File: src/rtl/uart_instruction_queue_if.sv
`default_nettype none
// ============================================================================
// Module      : uart_instruction_queue_if
// Description : Byte stream from the UART receiver into the instruction
//               queue.
//               rx_byte  [7:0] : received byte
//               rx_valid       : one-cycle strobe, rx_byte is valid
//               rx_abort       : discard the partially assembled instruction
//               master : UART receiver side (drives)
//               slave  : instruction queue side (samples)
// Revision    : 1.0  initial release
// ============================================================================
interface uart_instruction_queue_if;
  logic [7:0] rx_byte;
  logic       rx_valid;
  logic       rx_abort;

  modport master (
    output rx_byte,
    output rx_valid,
    output rx_abort
  );

  modport slave (
    input rx_byte,
    input rx_valid,
    input rx_abort
  );
endinterface : uart_instruction_queue_if
`default_nettype wire

File: src/rtl/uart_instruction_queue.sv
`default_nettype none
// ============================================================================
// Module      : uart_instruction_queue
// Description : Assembles UART bytes (big-endian) into instructions and
//               buffers them in a FIFO. Each instruction is presented to the
//               core while a gated processor clock is driven for
//               PROC_CYCLES rising edges. After that a register-file dump is
//               requested, or deferred until the queue drains when batch=1.
// Ports       : clk12_i        system clock, all logic on posedge
//               rst_i          synchronous active-high reset
//               rx_if          byte stream (rx_byte / rx_valid / rx_abort)
//               batch_i        1: dump regfile only once the queue is empty
//               tx_busy_i      regfile transmitter busy
//               clk_proc_o     gated processor clock
//               inst_out_o     instruction presented to the core
//               send_regfile_o one-cycle request to the regfile transmitter
//               exec_busy_o    high whenever the executor is not idle
//               fifo_count_o   number of queued instructions
//               overflow_o     sticky: an instruction was dropped (full)
// Revision    : 1.0  initial release
// ============================================================================
module uart_instruction_queue #(
  parameter int unsigned       INST_W      = 32,
  parameter int unsigned       FIFO_DEPTH  = 4,
  parameter int unsigned       PROC_CYCLES = 5,
  parameter logic [INST_W-1:0] NOOP        = 32'h00000013
) (
  input  wire                          clk12_i,
  input  wire                          rst_i,
  uart_instruction_queue_if.slave      rx_if,
  input  wire                          batch_i,
  input  wire                          tx_busy_i,
  output logic                         clk_proc_o,
  output logic [INST_W-1:0]            inst_out_o,
  output logic                         send_regfile_o,
  output logic                         exec_busy_o,
  output logic [$clog2(FIFO_DEPTH):0]  fifo_count_o,
  output logic                         overflow_o
);

  // --------------------------------------------------------------------------
  // Derived constants
  // --------------------------------------------------------------------------
  localparam int unsigned NBYTES = INST_W / 8;
  localparam int unsigned BCNT_W = (NBYTES > 1) ? $clog2(NBYTES) : 1;
  localparam int unsigned PTR_W  = $clog2(FIFO_DEPTH);
  localparam int unsigned CNT_W  = PTR_W + 1;

  localparam logic [BCNT_W-1:0] BYTE_LAST  = BCNT_W'(NBYTES - 1);
  localparam logic [CNT_W-1:0]  COUNT_FULL = CNT_W'(FIFO_DEPTH);
  localparam logic [7:0]        PROC_LAST  = 8'(PROC_CYCLES);

  localparam logic [1:0] S_IDLE     = 2'd0;
  localparam logic [1:0] S_RUN      = 2'd1;
  localparam logic [1:0] S_SEND_CHK = 2'd2;
  localparam logic [1:0] S_SEND     = 2'd3;

  // --------------------------------------------------------------------------
  // Byte assembler
  // --------------------------------------------------------------------------
  logic [BCNT_W-1:0] byte_cnt_q, byte_cnt_d;
  logic [INST_W-1:0] word_q, word_d;
  logic [INST_W-1:0] shifted;
  logic              push_q, push_d;

  // New bytes enter at the bottom; after NBYTES shifts the first byte of the
  // instruction sits in the top byte lane.
  generate
    if (NBYTES > 1) begin : g_shift_multi
      assign shifted = {word_q[INST_W-9:0], rx_if.rx_byte};
    end else begin : g_shift_single
      assign shifted = rx_if.rx_byte;
    end
  endgenerate

  always_comb begin
    byte_cnt_d = byte_cnt_q;
    word_d     = word_q;
    push_d     = 1'b0;
    if (rx_if.rx_abort) begin
      byte_cnt_d = '0;
    end else if (rx_if.rx_valid) begin
      word_d = shifted;
      if (byte_cnt_q == BYTE_LAST) begin
        byte_cnt_d = '0;
        push_d     = 1'b1;
      end else begin
        byte_cnt_d = byte_cnt_q + 1'b1;
      end
    end
  end

  // --------------------------------------------------------------------------
  // Instruction FIFO
  // --------------------------------------------------------------------------
  logic [INST_W-1:0] mem_q [FIFO_DEPTH];
  logic [PTR_W-1:0]  wr_ptr_q, wr_ptr_d;
  logic [PTR_W-1:0]  rd_ptr_q, rd_ptr_d;
  logic [CNT_W-1:0]  count_q, count_d;
  logic              overflow_q, overflow_d;
  logic              fifo_full;
  logic              fifo_pop;
  logic              push_ok;
  logic [INST_W-1:0] fifo_head;

  logic [1:0]        state_q, state_d;

  assign fifo_full = (count_q == COUNT_FULL);
  assign fifo_pop  = (state_q == S_IDLE) && (count_q != '0) && !tx_busy_i;
  // A pop in the same cycle frees the slot the push needs.
  assign push_ok   = push_q && (!fifo_full || fifo_pop);
  assign fifo_head = mem_q[rd_ptr_q];

  always_comb begin
    wr_ptr_d   = wr_ptr_q;
    rd_ptr_d   = rd_ptr_q;
    count_d    = count_q;
    overflow_d = overflow_q | (push_q & ~push_ok);
    if (push_ok) begin
      wr_ptr_d = wr_ptr_q + 1'b1;
    end
    if (fifo_pop) begin
      rd_ptr_d = rd_ptr_q + 1'b1;
    end
    case ({push_ok, fifo_pop})
      2'b10:   count_d = count_q + 1'b1;
      2'b01:   count_d = count_q - 1'b1;
      default: count_d = count_q;
    endcase
  end

  always_ff @(posedge clk12_i) begin
    if (!rst_i && push_ok) begin
      mem_q[wr_ptr_q] <= word_q;
    end
  end

  // --------------------------------------------------------------------------
  // Execute FSM
  // --------------------------------------------------------------------------
  logic              clk_proc_q, clk_proc_d;
  logic [7:0]        pcnt_q, pcnt_d;
  logic [INST_W-1:0] inst_q, inst_d;
  logic              run_done;

  // Last rising edge of the processor clock has been issued.
  assign run_done = clk_proc_q && (pcnt_q == PROC_LAST);

  // State register
  always_ff @(posedge clk12_i) begin
    if (rst_i) begin
      state_q <= S_IDLE;
    end else begin
      state_q <= state_d;
    end
  end

  // Next-state logic
  always_comb begin
    state_d = state_q;
    case (state_q)
      S_IDLE: begin
        if (fifo_pop) begin
          state_d = S_RUN;
        end
      end
      S_RUN: begin
        if (run_done) begin
          state_d = S_SEND_CHK;
        end
      end
      S_SEND_CHK: begin
        // In batch mode the dump waits until the last queued instruction.
        if (batch_i && (count_q != '0)) begin
          state_d = S_IDLE;
        end else begin
          state_d = S_SEND;
        end
      end
      S_SEND: begin
        if (!tx_busy_i) begin
          state_d = S_IDLE;
        end
      end
      default: state_d = S_IDLE;
    endcase
  end

  // Processor clock, edge counter and instruction register
  always_comb begin
    clk_proc_d = 1'b1;
    pcnt_d     = pcnt_q;
    inst_d     = inst_q;
    case (state_q)
      S_IDLE: begin
        if (fifo_pop) begin
          inst_d     = fifo_head;
          pcnt_d     = '0;
          clk_proc_d = 1'b0;
        end
      end
      S_RUN: begin
        if (!run_done) begin
          clk_proc_d = ~clk_proc_q;
          if (!clk_proc_q) begin
            pcnt_d = pcnt_q + 1'b1;
          end
        end
      end
      default: clk_proc_d = 1'b1;
    endcase
  end

  // Output logic. The instruction is shown only before the first rising
  // edge, so the core latches it exactly once; later edges see NOOP.
  always_comb begin
    inst_out_o     = ((state_q == S_RUN) && (pcnt_q == '0)) ? inst_q : NOOP;
    send_regfile_o = (state_q == S_SEND) && !tx_busy_i;
    exec_busy_o    = (state_q != S_IDLE);
    clk_proc_o     = clk_proc_q;
    fifo_count_o   = count_q;
    overflow_o     = overflow_q;
  end

  // --------------------------------------------------------------------------
  // Registers
  // --------------------------------------------------------------------------
  always_ff @(posedge clk12_i) begin
    if (rst_i) begin
      byte_cnt_q <= '0;
      word_q     <= '0;
      push_q     <= 1'b0;
      wr_ptr_q   <= '0;
      rd_ptr_q   <= '0;
      count_q    <= '0;
      overflow_q <= 1'b0;
      clk_proc_q <= 1'b1;
      pcnt_q     <= '0;
      inst_q     <= NOOP;
    end else begin
      byte_cnt_q <= byte_cnt_d;
      word_q     <= word_d;
      push_q     <= push_d;
      wr_ptr_q   <= wr_ptr_d;
      rd_ptr_q   <= rd_ptr_d;
      count_q    <= count_d;
      overflow_q <= overflow_d;
      clk_proc_q <= clk_proc_d;
      pcnt_q     <= pcnt_d;
      inst_q     <= inst_d;
    end
  end

endmodule : uart_instruction_queue
`default_nettype wire

File: src/flat_wrapper.sv
// flat-port wrapper written by rule: the top's interface ports become plain ports
module uart_instruction_queue_flat 
#(
  parameter int unsigned       INST_W      = 32,
  parameter int unsigned       FIFO_DEPTH  = 4,
  parameter int unsigned       PROC_CYCLES = 5,
  parameter logic [INST_W-1:0] NOOP        = 32'h00000013
)
  (clk12_i, rst_i, batch_i, tx_busy_i, clk_proc_o, inst_out_o, send_regfile_o, exec_busy_o, fifo_count_o, overflow_o, rx_if_rx_byte, rx_if_rx_valid, rx_if_rx_abort);
  uart_instruction_queue_if rx_if_i ();
  input  wire clk12_i;
  input  wire rst_i;
  input  wire batch_i;
  input  wire tx_busy_i;
  output logic clk_proc_o;
  output logic [INST_W-1:0] inst_out_o;
  output logic send_regfile_o;
  output logic exec_busy_o;
  output logic [$clog2(FIFO_DEPTH):0] fifo_count_o;
  output logic overflow_o;
  input wire logic [$bits(rx_if_i.rx_byte)-1:0] rx_if_rx_byte;
  input wire logic [$bits(rx_if_i.rx_valid)-1:0] rx_if_rx_valid;
  input wire logic [$bits(rx_if_i.rx_abort)-1:0] rx_if_rx_abort;
  assign rx_if_i.rx_byte = rx_if_rx_byte;
  assign rx_if_i.rx_valid = rx_if_rx_valid;
  assign rx_if_i.rx_abort = rx_if_rx_abort;
  uart_instruction_queue #(.INST_W(INST_W), .FIFO_DEPTH(FIFO_DEPTH), .PROC_CYCLES(PROC_CYCLES), .NOOP(NOOP)) u_core (.clk12_i(clk12_i), .rst_i(rst_i), .rx_if(rx_if_i), .batch_i(batch_i), .tx_busy_i(tx_busy_i), .clk_proc_o(clk_proc_o), .inst_out_o(inst_out_o), .send_regfile_o(send_regfile_o), .exec_busy_o(exec_busy_o), .fifo_count_o(fifo_count_o), .overflow_o(overflow_o));
endmodule
File: config.mk
export PLATFORM = sky130hd
export DESIGN_NAME = uart_instruction_queue_flat
export DESIGN_NICKNAME = d
export VERILOG_FILES = /design/src/rtl/uart_instruction_queue_if.sv /design/src/rtl/uart_instruction_queue.sv /design/src/flat_wrapper.sv
export SDC_FILE = /design/constraint.sdc
export NUM_CORES = 1
export LEC_CHECK = 0
export ABC_CLOCK_PERIOD_IN_PS = 5700
export BUFFER_PORTS_ARGS = -buffer_cell sky130_fd_sc_hd__buf_4
export CAP_MARGIN = 20
export CORE_UTILIZATION = 54
export CTS_CLUSTER_DIAMETER = 200
export DETAILED_ROUTE_END_ITERATION = 8
export GPL_ROUTABILITY_DRIVEN = 0
export PLACE_DENSITY = 0.76
export SYNTH_ARGS = -nofsm -noshare
export SYNTH_HDL_FRONTEND = slang
export SYNTH_SLANG_ARGS = --single-unit
File: constraint.sdc
create_clock -name clk12_i -period 5.7 [get_ports clk12_i]
set_input_delay 0.57 -clock clk12_i [delete_from_list [all_inputs] [get_ports clk12_i]]
set_output_delay 0.57 -clock clk12_i [all_outputs]
set_load 0.01 [all_outputs]
==> metrics.md <==
| Metric | Value |
|---|---|
| PostCTS Resize Cnt | `0` |
| Final period util | `55.8%` |
| Yosys top cell area share | `46.2%` |
| CP arrival | `2.61 ns` |
| Final Max Slew Viols | `0` |
| Via density | `5.78` |
| TritonCTS clock tree | `done` |
| Post-synth EDFFs | `128` |
| TritonRoute pass-1 iters | `4` |
| Run status | `completed` |
| Worst hold path type | `primary input to flop` |
| Hold Buf Count CTS | `0` |
| Vias in the first global route | `5,196` |
| Final wirelength | `16,200 um` |
| Root Driver | `clkbuf_16` |
| Clock transition at the registers of the reported paths | `0.06 ns` |
| CP delay by family, top | `simple AND/OR/NAND/NOR gates` |
| GRT met1 Usage | `27.3%` |
| Met3 Resource Use GR | `3.31%` |
| DR WL/cell | `18.4 um` |
| Mapped cell area | `0.00833 sq mm` |
| Post-synth top area cell | `edfxtp_1` |
| Via count | `5,086` |
| Maxcap violations | `0` |
| Fillers | `1,128` |
| Initial antenna violation count | `0` |
| Top post-synthesis cells by area | `edfxtp_1 (46%), dfxtp_1 (21%), mux4_2 (8.7%)` |
| Mean Syn Cell Area | `13.2 sq um` |
| Final setup viols | `0` |
| Rows | `45` |
| GRT Max-Usage Layer | `met2` |
| Die Ht | `126 um` |
| Cells after Synth | `633` |
| Hold Fails Final Rpt | `0` |
| PD cells | `325 mW/mm^2` |
| Total gr overflow | `0` |
| Count leader, synth | `nand2_1` |
| Yosys cell types | `48` |
| Top_reg_cell synth | `edfxtp_1` |
| RSZ-0062 raised after global routing | `false` |
| GRT met2 Usage | `36.5%` |
| Worst path cell trace | `nor3_2 > nand4b_1 > nor3b_2 > buf_4 > and2_1 > buf_4` |
| CTS Buf Count | `22` |
| Crit-path slowest cell | `nor3b_2` |
| Clock Path Buffers | `3` |
| Synth Register Bits | `214` |
| Post-DP HPWL | `9310 um` |
| Setup TNS | `0 ns` |
| Min Tclk post-route | `3.18 ns` |
| Residual DRC count | `0` |
| Fin util | `62.9%` |
| Post-route ant nets | `0` |
| GR Util All Layers | `21.2%` |
| ANT cells | `0` |
| Clk sinks | `214` |
| Max Fclk | `0.314 GHz` |
| PortBufs | `52` |
| # IOs | `53` |
| P_sw | `0.595 mW` |
| Worst-Margin Slew | `0.947 ns` |
| CP Class | `flop to primary output` |
| Largest net degree at the start of global routing | `78` |
| Syn Nets | `656` |
| CP Launch Type | `flop` |
| Worst Setup End Kind | `primary output` |
| Crit path top cell by count | `buf_4` |
| WP buf/inv | `2` |
| First-pass GRT wire length | `26,300 um` |
| 1st-iter DRT viols | `387` |
| Postcts setup bufs | `0` |
| Starting Density | `55.0%` |
| Register area share after synthesis | `66.8%` |
| Synth warn | `0` |
| Share of post-route cells with drive strength above 1 | `19.8%` |
| DIE WIDTH | `126 um` |
| Sequential share of power | `52.9%` |
| Area Overhead vs Synth | `14.5%` |
| Leakage power | `3.22 nW` |
| Crit Path Max Fanout | `20` |
| Area of the core | `0.0151 sq mm` |
| Slowest cell delay on critical path | `0.77 ns` |
| Logic pwr share | `1.3%` |
| Data required, critical path | `5.13 ns` |
| Clock power frac | `45.8%` |
| FFs w/ async S/R, synth | `0%` |
| Sw frac | `19.2%` |
| Int Pwr | `2.50 mW` |
| Fin Clk Skew | `0.0101 ns` |
| Synth cell count leaders | `nand2_1 (139), edfxtp_1 (128), dfxtp_1 (86)` |
| IR drop worst, VDD | `0.189 mV` |
| H-tree lvl count | `1` |
| Max-slew headroom | `36.9%` |
| Die area | `0.0159 sq mm` |
| Skew-Pair Late Insertion Delay | `0.50 ns` |
| Layout Nets | `699` |
[state kept, by name (all words and copies together) (netlist names), 2 cells and up]
name and flops:
u_core.byte_cnt_q 2, u_core.fifo_count_o 3, u_core.inst_q 32, u_core.mem_q 128
u_core.pcnt_q 8, u_core.rd_ptr_q 2, u_core.state_q 2, u_core.word_q 32
u_core.wr_ptr_q 2
[per-layer routing]
layer	vias to the layer above	wire length (um)
li1	2347	-
met3	45	843
met1	2538	6780
met5	-	0
met4	0	466
met2	156	8130
[layout by cell type, fill, tap and decap left out, types with 8 or more instances in the layout]
| master | instances |
|---|---|
| and2_1 | 29 |
| nand2_1 | 139 |
| mux4_2 | 32 |
| edfxtp_1 | 128 |
| dfxtp_1 | 84 |
| buf_4 | 57 |
| ha_1 | 8 |
| a21oi_1 | 69 |
| clkbuf_16 | 23 |
| nor2_1 | 16 |
| inv_1 | 10 |
[cell type report]
type | count | area, sq um | share of cell area (%)
Inverter | 10 | 37.5 | 0.394
Tap cell | 188 | 235 | 2.47
Clock inverter | 8 | 87.6 | 0.919
Sequential cell | 214 | 5570 | 58.4
Timing Repair Buffer | 57 | 428 | 4.49
Clock buffer | 32 | 629 | 6.60
Multi-Input combinational cell | 371 | 2540 | 26.7
[metrics by stage]
stage	power, mW	hold slack, ns	worst slack, ns	cell area (sq um)	instances
after detailed placement	1.71	0.444	2.91	8810	840
after global routing	3.18	0.256	2.39	9530	880
final	3.09	0.263	2.52	9530	880
after CTS	3.11	0.252	2.47	9530	880
after global placement	1.71	0.441	3.03	8810	840
after floorplan	1.69	0.430	3.22	8330	633
[kinds of logic (layout without fill, tap and decap cells)]
group                      count (synthesis)  count (layout)  share of synthesized area (%)
AOI/OAI and AO/OA                         87              87                           5.83
xor gates and xnor gates                   9               9                          0.947
adders and majority gates                  9               9                           1.44
buffers and inverters                     48             107                           2.69
DFF                                      214             214                           66.8
muxes                                     34              34                           8.90
and+or+nand+nor                          232             232                           13.4
[final timing paths]
check	from	end	cells after the start	slack, ns
hold reg to reg	u_core.inst_q[9]	u_core.inst_q[9]	2	0.45
hold / removal	rx_if_rx_abort	u_core.byte_cnt_q[1]	2	0.26
setup reg to reg	u_core.state_q[1]	u_core.fifo_count_o[2]	6	3.15
setup / recovery	u_core.pcnt_q[3]	inst_out_o[11]	6	2.52
[power groups by stage]
stage / logic (mW) / registers [mW] / clock network [mW]
after CTS: 0.0407 / 1.64 / 1.43
after global routing: 0.0451 / 1.64 / 1.50
after detailed placement: 0.0408 / 1.67 / 0
after floorplan: 0.0246 / 1.67 / 0
after global placement: 0.0395 / 1.67 / 0
final: 0.0407 / 1.64 / 1.42
No activity file was read; power rests on OpenSTA's default activity.
